[config.mk]
export PLATFORM = sky130hd
export DESIGN_NAME = serial_alu_seq_flat
export DESIGN_NICKNAME = d
export VERILOG_FILES = /design/src/rtl/serial_alu_seq_if.sv /design/src/rtl/serial_alu_seq.sv /design/src/flat_wrapper.sv
export SDC_FILE = /design/constraint.sdc
export NUM_CORES = 1
export LEC_CHECK = 0
export CORE_MARGIN = 5
export CORE_UTILIZATION = 52
export CTS_CLUSTER_DIAMETER = 100
export DETAILED_ROUTE_END_ITERATION = 7
export PLACE_DENSITY = 0.78
export SLEW_MARGIN = 20
export SYNTH_ARGS = -nofsm -noshare
export SYNTH_HDL_FRONTEND = slang
export SYNTH_SLANG_ARGS = --single-unit
[constraint.sdc]
create_clock -name clk_i -period 4.5 [get_ports clk_i]
set_clock_uncertainty 0.2 [all_clocks]
set_input_delay 0.9 -clock clk_i [delete_from_list [all_inputs] [get_ports clk_i]]
set_output_delay 0.9 -clock clk_i [all_outputs]
set_load 0.03 [all_outputs]
[src/rtl/serial_alu_seq_if.sv]
// serial_alu_seq_if: request/response bundle for the bit-serial ALU sequencer.
// master = requester (drives operands and start), slave = sequencer.
interface serial_alu_seq_if #(
   parameter int unsigned WIDTH = 32
) ();
   logic             start;
   logic [5:0]       funct;
   logic [WIDTH-1:0] a;
   logic [WIDTH-1:0] b;
   logic             busy;
   logic             done;
   logic [WIDTH-1:0] result;
   logic             zero;

   modport master (output start, funct, a, b, input busy, done, result, zero);
   modport slave  (input start, funct, a, b, output busy, done, result, zero);
endinterface

[src/rtl/serial_alu_seq.sv]
// serial_alu_seq: bit-serial sequencer around a 1-bit ALU result-select slice.
// Feeds per-bit AND/OR/full-adder/SLT candidates to the slice, LSB first, and
// shifts the selected bit back into a WIDTH-bit result register.
// Optional macro SERIAL_ALU_OVF_EN adds the signed-overflow port ovf_o.
module serial_alu_seq #(
   parameter int unsigned WIDTH = 32
) (
   input  logic              clk_i,
   input  logic              rst_i,
   serial_alu_seq_if.slave   bus,
   output logic [5:0]        slice_sel_o,
   output logic              slice_and_o,
   output logic              slice_or_o,
   output logic              slice_fa_o,
   output logic              slice_slt_o,
   input  logic              slice_out_i
`ifdef SERIAL_ALU_OVF_EN
   ,
   output logic              ovf_o
`endif
);

   localparam int unsigned IW = (WIDTH > 1) ? $clog2(WIDTH) : 1;

   localparam logic [5:0] F_ADD = 6'd32;
   localparam logic [5:0] F_SUB = 6'd34;
   localparam logic [5:0] F_AND = 6'd36;
   localparam logic [5:0] F_OR  = 6'd37;
   localparam logic [5:0] F_SLT = 6'd42;

   typedef enum logic [1:0] {IDLE, CALC, SLTFIX, DONE} state_e;

   state_e           state_q, state_d;
   logic [WIDTH-1:0] a_q, a_d, b_q, b_d, result_q, result_d;
   logic [5:0]       funct_q, funct_d;
   logic [IW-1:0]    idx_q, idx_d;
   logic             sub_q, sub_d, carry_q, carry_d, zero_q, zero_d;
   logic             sum_msb_q, sum_msb_d, vflag_q, vflag_d;
`ifdef SERIAL_ALU_OVF_EN
   logic             ovf_q, ovf_d;
`endif

   logic legal, is_sub, last_bit, bit_a, bit_bp, fa, maj, less;

   assign legal    = (bus.funct == F_ADD) || (bus.funct == F_SUB) || (bus.funct == F_AND)
                  || (bus.funct == F_OR)  || (bus.funct == F_SLT);
   assign is_sub   = (bus.funct == F_SUB) || (bus.funct == F_SLT);
   assign last_bit = (idx_q == IW'(WIDTH - 1));
   assign bit_a    = a_q[idx_q];
   assign bit_bp   = b_q[idx_q] ^ sub_q;
   assign fa       = bit_a ^ bit_bp ^ carry_q;
   assign maj      = (bit_a & bit_bp) | (bit_a & carry_q) | (bit_bp & carry_q);
   // Sign of the difference corrected by signed overflow.
   assign less     = sum_msb_q ^ vflag_q;

   // State register.
   always_ff @(posedge clk_i) begin
      if (rst_i) state_q <= IDLE;
      else       state_q <= state_d;
   end

   // Next-state decision.
   always_comb begin
      state_d = state_q;
      case (state_q)
         IDLE:    if (bus.start) state_d = legal ? CALC : DONE;
         CALC:    if (last_bit) state_d = (funct_q == F_SLT) ? SLTFIX : DONE;
         SLTFIX:  state_d = DONE;
         DONE:    state_d = IDLE;
         default: state_d = IDLE;
      endcase
   end

   // Status and slice drive; candidates are only live while computing.
   always_comb begin
      bus.busy    = (state_q == CALC) || (state_q == SLTFIX);
      bus.done    = (state_q == DONE);
      slice_sel_o = funct_q;
      slice_and_o = 1'b0;
      slice_or_o  = 1'b0;
      slice_fa_o  = 1'b0;
      slice_slt_o = 1'b0;
      if (state_q == CALC) begin
         slice_and_o = bit_a & b_q[idx_q];
         slice_or_o  = bit_a | b_q[idx_q];
         slice_fa_o  = fa;
      end
      if (state_q == SLTFIX) slice_slt_o = less;
   end

   assign bus.result = result_q;
   assign bus.zero   = zero_q;
`ifdef SERIAL_ALU_OVF_EN
   assign ovf_o = ovf_q;
`endif

   // Datapath registers.
   always_ff @(posedge clk_i) begin
      if (rst_i) begin
         a_q <= '0; b_q <= '0; funct_q <= '0; idx_q <= '0;
         sub_q <= 1'b0; carry_q <= 1'b0; result_q <= '0; zero_q <= 1'b0;
         sum_msb_q <= 1'b0; vflag_q <= 1'b0;
`ifdef SERIAL_ALU_OVF_EN
         ovf_q <= 1'b0;
`endif
      end else begin
         a_q <= a_d; b_q <= b_d; funct_q <= funct_d; idx_q <= idx_d;
         sub_q <= sub_d; carry_q <= carry_d; result_q <= result_d; zero_q <= zero_d;
         sum_msb_q <= sum_msb_d; vflag_q <= vflag_d;
`ifdef SERIAL_ALU_OVF_EN
         ovf_q <= ovf_d;
`endif
      end
   end

   // Datapath next values; zero/ovf are settled on the edge entering DONE.
   always_comb begin
      a_d = a_q; b_d = b_q; funct_d = funct_q; idx_d = idx_q;
      sub_d = sub_q; carry_d = carry_q; result_d = result_q; zero_d = zero_q;
      sum_msb_d = sum_msb_q; vflag_d = vflag_q;
`ifdef SERIAL_ALU_OVF_EN
      ovf_d = ovf_q;
`endif
      case (state_q)
         IDLE: begin
            if (bus.start) begin
               if (legal) begin
                  a_d = bus.a; b_d = bus.b; funct_d = bus.funct;
                  idx_d = '0; sub_d = is_sub; carry_d = is_sub;
               end else begin
                  result_d = '0;
                  zero_d   = 1'b1;
`ifdef SERIAL_ALU_OVF_EN
                  ovf_d    = 1'b0;
`endif
               end
            end
         end
         CALC: begin
            carry_d         = maj;
            result_d[idx_q] = slice_out_i;
            idx_d           = idx_q + IW'(1);
            if (last_bit) begin
               sum_msb_d = fa;
               vflag_d   = carry_q ^ maj;
               if (funct_q != F_SLT) begin
                  zero_d = (result_d == '0);
`ifdef SERIAL_ALU_OVF_EN
                  ovf_d  = ((funct_q == F_ADD) || (funct_q == F_SUB)) ? (carry_q ^ maj) : 1'b0;
`endif
               end
            end
         end
         SLTFIX: begin
            result_d[0] = slice_out_i;
            zero_d      = (result_d == '0);
`ifdef SERIAL_ALU_OVF_EN
            ovf_d       = 1'b0;
`endif
         end
         default: ;
      endcase
   end

endmodule

[src/flat_wrapper.sv]
// flat-port wrapper written by rule: the top's interface ports become plain ports
module serial_alu_seq_flat 
#(
   parameter int unsigned WIDTH = 32
)
  (clk_i, rst_i, slice_sel_o, slice_and_o, slice_or_o, slice_fa_o, slice_slt_o, slice_out_i, bus_start, bus_funct, bus_a, bus_b, bus_busy, bus_done, bus_result, bus_zero);
  serial_alu_seq_if #(.WIDTH(WIDTH)) bus_i ();
  input  logic clk_i;
  input  logic rst_i;
  output logic [5:0] slice_sel_o;
  output logic slice_and_o;
  output logic slice_or_o;
  output logic slice_fa_o;
  output logic slice_slt_o;
  input  logic slice_out_i;
  input wire logic [$bits(bus_i.start)-1:0] bus_start;
  input wire logic [$bits(bus_i.funct)-1:0] bus_funct;
  input wire logic [$bits(bus_i.a)-1:0] bus_a;
  input wire logic [$bits(bus_i.b)-1:0] bus_b;
  output wire logic [$bits(bus_i.busy)-1:0] bus_busy;
  output wire logic [$bits(bus_i.done)-1:0] bus_done;
  output wire logic [$bits(bus_i.result)-1:0] bus_result;
  output wire logic [$bits(bus_i.zero)-1:0] bus_zero;
  assign bus_i.start = bus_start;
  assign bus_i.funct = bus_funct;
  assign bus_i.a = bus_a;
  assign bus_i.b = bus_b;
  assign bus_busy = bus_i.busy;
  assign bus_done = bus_i.done;
  assign bus_result = bus_i.result;
  assign bus_zero = bus_i.zero;
  serial_alu_seq #(.WIDTH(WIDTH)) u_core (.clk_i(clk_i), .rst_i(rst_i), .bus(bus_i), .slice_sel_o(slice_sel_o), .slice_and_o(slice_and_o), .slice_or_o(slice_or_o), .slice_fa_o(slice_fa_o), .slice_slt_o(slice_slt_o), .slice_out_i(slice_out_i));
endmodule
# After elaboration in Yosys (flattened, before gate mapping)
# Cells that the tools add are included.
[word_totals]
elab_cells = 93
ff_bits = 114
[op_classes]
bitwise_logic = 12
n_lt_le_gt_ge = 2
add_sub_neg = 1
n_eq_ne = 16
n_mux = 31
n_reduce_logical = 19
[ops]
columns = ["op", "n"]
rows = [
  ["zero test 32 bit", 2],
  ["2-to-1 mux 32 bit", 2],
  ["case mux 31 bit (2 select lines)", 1],
  ["== test 6 bit (second input constant)", 6],
  ["bitwise mux 32 bit", 1],
  ["2-to-1 mux 1 bit", 14],
  ["AND reduction 3 bit", 4],
  ["binary-select mux 1 bit (select 5 bit)", 2],
  ["2-to-1 mux 5 bit", 2],
  ["case mux 5 bit (2 select lines)", 1],
  ["case mux 2 bit (4 select lines)", 1],
  ["logical OR 1 bit", 6],
  ["< comparator 5 x 6 -> 1 bit (second input constant)", 1],
  ["2-to-1 mux 2 bit", 3],
  ["!= test 2 bit (second input constant)", 3],
  ["!= test 6 bit (second input constant)", 1],
  ["case mux 1 bit (3 select lines)", 2],
  ["adder 5 x 1 -> 5 bit (second input constant)", 1],
  ["demux 1 bit (select 5 bit)", 1],
  ["== test 5 bit (second input constant)", 1],
  [">= comparator 5 x 1 -> 1 bit (second input constant)", 1],
  ["AND reduction 5 bit", 1],
  ["XOR 1 bit", 5],
  ["bitwise AND 1 bit", 4],
  ["other kinds (10)", 15],
]

# Longest topological paths before layout
[logic_depth]
ltp_word = 9
ltp_mapped = 11
mapped_depth_nobuf = 9

# Least setup slack after synthesis
# No wires, ideal clock.
[synth_path]
path_type = "register to output"
startpoint = "reg u_core.idx_q[0]"
endpoint = "out slice_fa_o"
stages_incl_launch_ff = 8
slack_ps = 374
path_buffers = 2
arrival_time_ps = 3026
cell_sequence = "dfxtp_1 -> buf_2 -> buf_2 -> mux4_2 -> mux4_2 -> mux2i_1 -> fa_1 -> nor2_1"
[synth_via]
elab_chain_cells = 6
word_cells_on_any_way = 8
[synth_rtl]
columns = ["item", "line", "rtl"]
rows = [
  ["start: declaration", "serial_alu_seq.sv:36", "logic [IW-1:0] idx_q, idx_d;"],
  ["start signal: assignment", "serial_alu_seq.sv:100", "a_q <= '0; b_q <= '0; funct_q <= '0; idx_q <= '0;"],
  ["start signal: assignment", "serial_alu_seq.sv:107", "a_q <= a_d; b_q <= b_d; funct_q <= funct_d; idx_q <= idx_d;"],
  ["binary-select mux 1 bit (select 5 bit)", "serial_alu_seq.sv:50", "assign bit_bp = b_q[idx_q] ^ sub_q;"],
  ["2-to-1 mux 1 bit (implied by the code)", "serial_alu_seq.sv:50", ""],
  ["XOR 1 bit", "serial_alu_seq.sv:50", ""],
  ["XOR 1 bit * (2 in series)", "serial_alu_seq.sv:51", "assign fa = bit_a ^ bit_bp ^ carry_q;"],
  ["2-to-1 mux 1 bit *", "serial_alu_seq.sv:83", "if (state_q == CALC) begin"],
  ["end: declaration", "flat_wrapper.sv:13", "output logic slice_fa_o;"],
]
# Every way passes the cells marked *; elsewhere a longest branch is shown, timed or not. The select of a mux whose other input is x is not followed.

# Final worst setup path
# Ends and elaborated chain as after synthesis.

==> metrics.txt <==
fmax 0.234 GHz; post-layout min period 4.28 ns; Power Density 411 nW/um2; Critical Path Start Type flip-flop; Longest Clk Path Bufs 2; placed inst area 7050 um2; IO Count 119; post-synth design cell area 5860 um2; Internal 2.23 mW; Async SR Flop Fraction 0; combinational cell fraction of total power 0.217; die width 116 um; fraction of final layout cells sized beyond drive strength 1 0.109; Crit path depth 8; pre-CTS setup slack 0.413 ns; total grt overflow 0; critical-path cell list buf_6, mux4_2, mux4_2, mux2i_4, xor2_1, fa_1, nor2_2, buf_4; # hold bufs at CTS 0; Pins Over Slew Limit 0; final worst path period share 0.951; routed wire length 16500 um; slowest CP cell mux4_2; crit path capture type primary output; Net Sw Power 932 uW; drt first-iter violations 513; Layout area overhead 31.4%; total clock sinks 114; drt first pass iters 6; Hold Crit Class reg -> reg; pin count of the biggest net entering global routing 115; Yosys reg bits 114; Largest stage delay, worst path 0.53 ns; most common cell after layout, fill and taps aside nand2_1; wire length per cell 17.2 um; Worst slew margin 0.429; row count 38; final hold vios 0; I/O Buffers 118; Synth Instances 718; vias per inst 5.91; number of max-cap violations 0; status finished clean; first-pass GRT wire length 27300 um; Setup CP Type reg -> out; worst slew pin tran 0.855 ns; H-Tree Depth 4; CTS clock-pin slew for the worst setup and hold paths 0.05 ns; sequential cell area fraction in the yosys report 0.390; Distinct cells, synth 58; hold depth 2; ys flop type dfxtp_1; setup violators final 0; syn avg cell area 8.16 um2; via count 5671; setup tns final 0 ns; Antenna Violating Nets Remaining 0; Critical Path AT 3.18 ns; initial antenna violation count 0; HPWL after DPL 11100 um; DR DRC count 0; Worst Path Buf+Inv 2; Initial Utilization 0.536; largest fanout on the critical path 11; Syn Nets 802; PnR worst setup slack 0.219 ns; Reg2Reg Depth 8; vias in the first global route 5688; Critical Path RT 3.40 ns; Syn. warnings 0; CTS tree built; die area 13500 um2; All-Layer GR Usage 0.253; EDFF count, synth 0; Core Region 10900 um2; post-route cell area 7690 um2; CTS buffer count 17; Switching Fraction 0.295; static leakage 2.64 nW; height of the die 116 um; worst-skew pair later-pin latency 0.41 ns; CP top delay family multiplexers; unrepaired setup endpoints after global routing false; clk root buf clkbuf_16; Sequential Power Share 0.341; most frequent cells in the layout nand2_1, clkdlybuf4s50_1, dfxtp_1; clock share of power 0.442; Layout Nets 891; Max VDD drop 0.000250 V; most used cell, CP mux4_2; gpl congestion 0.860; # diodes 0
[through the flow]
stage,cells,hold slack [ns],util,power [mW]
after detailed placement,928,0.249,0.644,1.77
after floorplan,718,0.233,-,1.54
final,960,0.254,0.704,3.16
after CTS,960,0.256,0.701,3.16
after global placement,928,0.240,0.644,1.75
after global routing,960,0.278,0.704,3.28
[Yosys cell counts (all sizes together) (3+ instances only)]
master,instances,area [um2]
mux4,20,450
a31oi,4,25.0
clkbuf,46,173
a21o,4,30.0
nor2b,6,37.5
mux2,15,173
nor4b,5,43.8
a32oi,11,96.3
nand4,10,62.6
mux2i,9,90.1
nand4b,6,52.6
nor3,6,30.0
or3,4,25.0
nor4,9,56.3
nor4bb,7,70.1
and2,6,38.8
ha,9,113
o21ai,16,80.1
nor2,37,139
o22ai,3,18.8
nand2,180,676
nand3,17,85.1
a22oi,6,45.0
buf,15,92.6
and3,3,18.8
nand2b,4,25.0
a211oi,5,42.5
a21oi,102,510
inv,14,52.6
dfxtp,114,2280
[timing repair]
| action | in CTS | in global routing |
|---|---|---|
| resized for setup | 1 | 5 |
| endpoints found under the setup margin | 1 | 1 |
| gates cloned | 0 | 0 |
| setup buffers | 0 | 0 |
[state kept, by name, summed over array words and instances, names as in the netlist]
register            cells
u_core.b_q             32
u_core.a_q             32
u_core.state_q          2
u_core.sum_msb_q        1
u_core.idx_q            5
u_core.bus.zero         1
u_core.bus.result      32
u_core.slice_sel_o      6
u_core.vflag_q          1
u_core.sub_q            1
u_core.carry_q          1
[path summary, 6_finish.rpt]
kind                            slack [ns]             from              end
worst max-delay path                  0.22  u_core.idx_q[0]       slice_fa_o
worst min register to register        0.25   u_core.a_q[18]   u_core.a_q[18]
worst max register to register        1.20  u_core.idx_q[1]  u_core.bus.zero
worst min-delay path                  0.25   u_core.a_q[18]   u_core.a_q[18]
[layer usage]
| metal | part of all wire | track usage | vias to the layer above |
|---|---|---|---|
| li1 | - | - | 2709 |
| met1 | 0.41 | 0.315 | 2689 |
| met2 | 0.50 | 0.431 | 242 |
| met3 | 0.076 | 0.0596 | 31 |
| met4 | 0.017 | 0.0920 | 0 |
| met5 | 0 | 0 | - |
[power by group through the flow]
stage / Sequential, mW / Clock, mW / Combinational (mW)
after detailed placement: 1.10 / 0 / 0.672
after CTS: 1.08 / 1.41 / 0.677
after floorplan: 1.10 / 0 / 0.437
after global placement: 1.09 / 0 / 0.656
after global routing: 1.08 / 1.46 / 0.744
final: 1.08 / 1.40 / 0.687
[tightest hold or removal path: stages (launching register included)]
cell	delay [ns]
dfxtp_1	0.30
nand2_1	0.05
a21oi_1	0.05
[area by class of cell]
| class | instances | area [um2] |
|---|---|---|
| multi-input combinational | 529 | 3280 |
| fill | 873 | 3240 |
| sequential | 114 | 2280 |
| timing repair buffer | 131 | 1280 |
| clock buffer | 20 | 467 |
| tap | 140 | 175 |
| clock inverter | 12 | 155 |
| inverter | 14 | 52.6 |
[cell families after synthesis]
group	share of synthesized area
simple gates	0.242
compound gates	0.165
flops	0.390
buf+inv	0.0543
mux	0.122
fa+ha+maj	0.0226
xor+xnor	0.00449
Power figures use the tool's default switching activity.
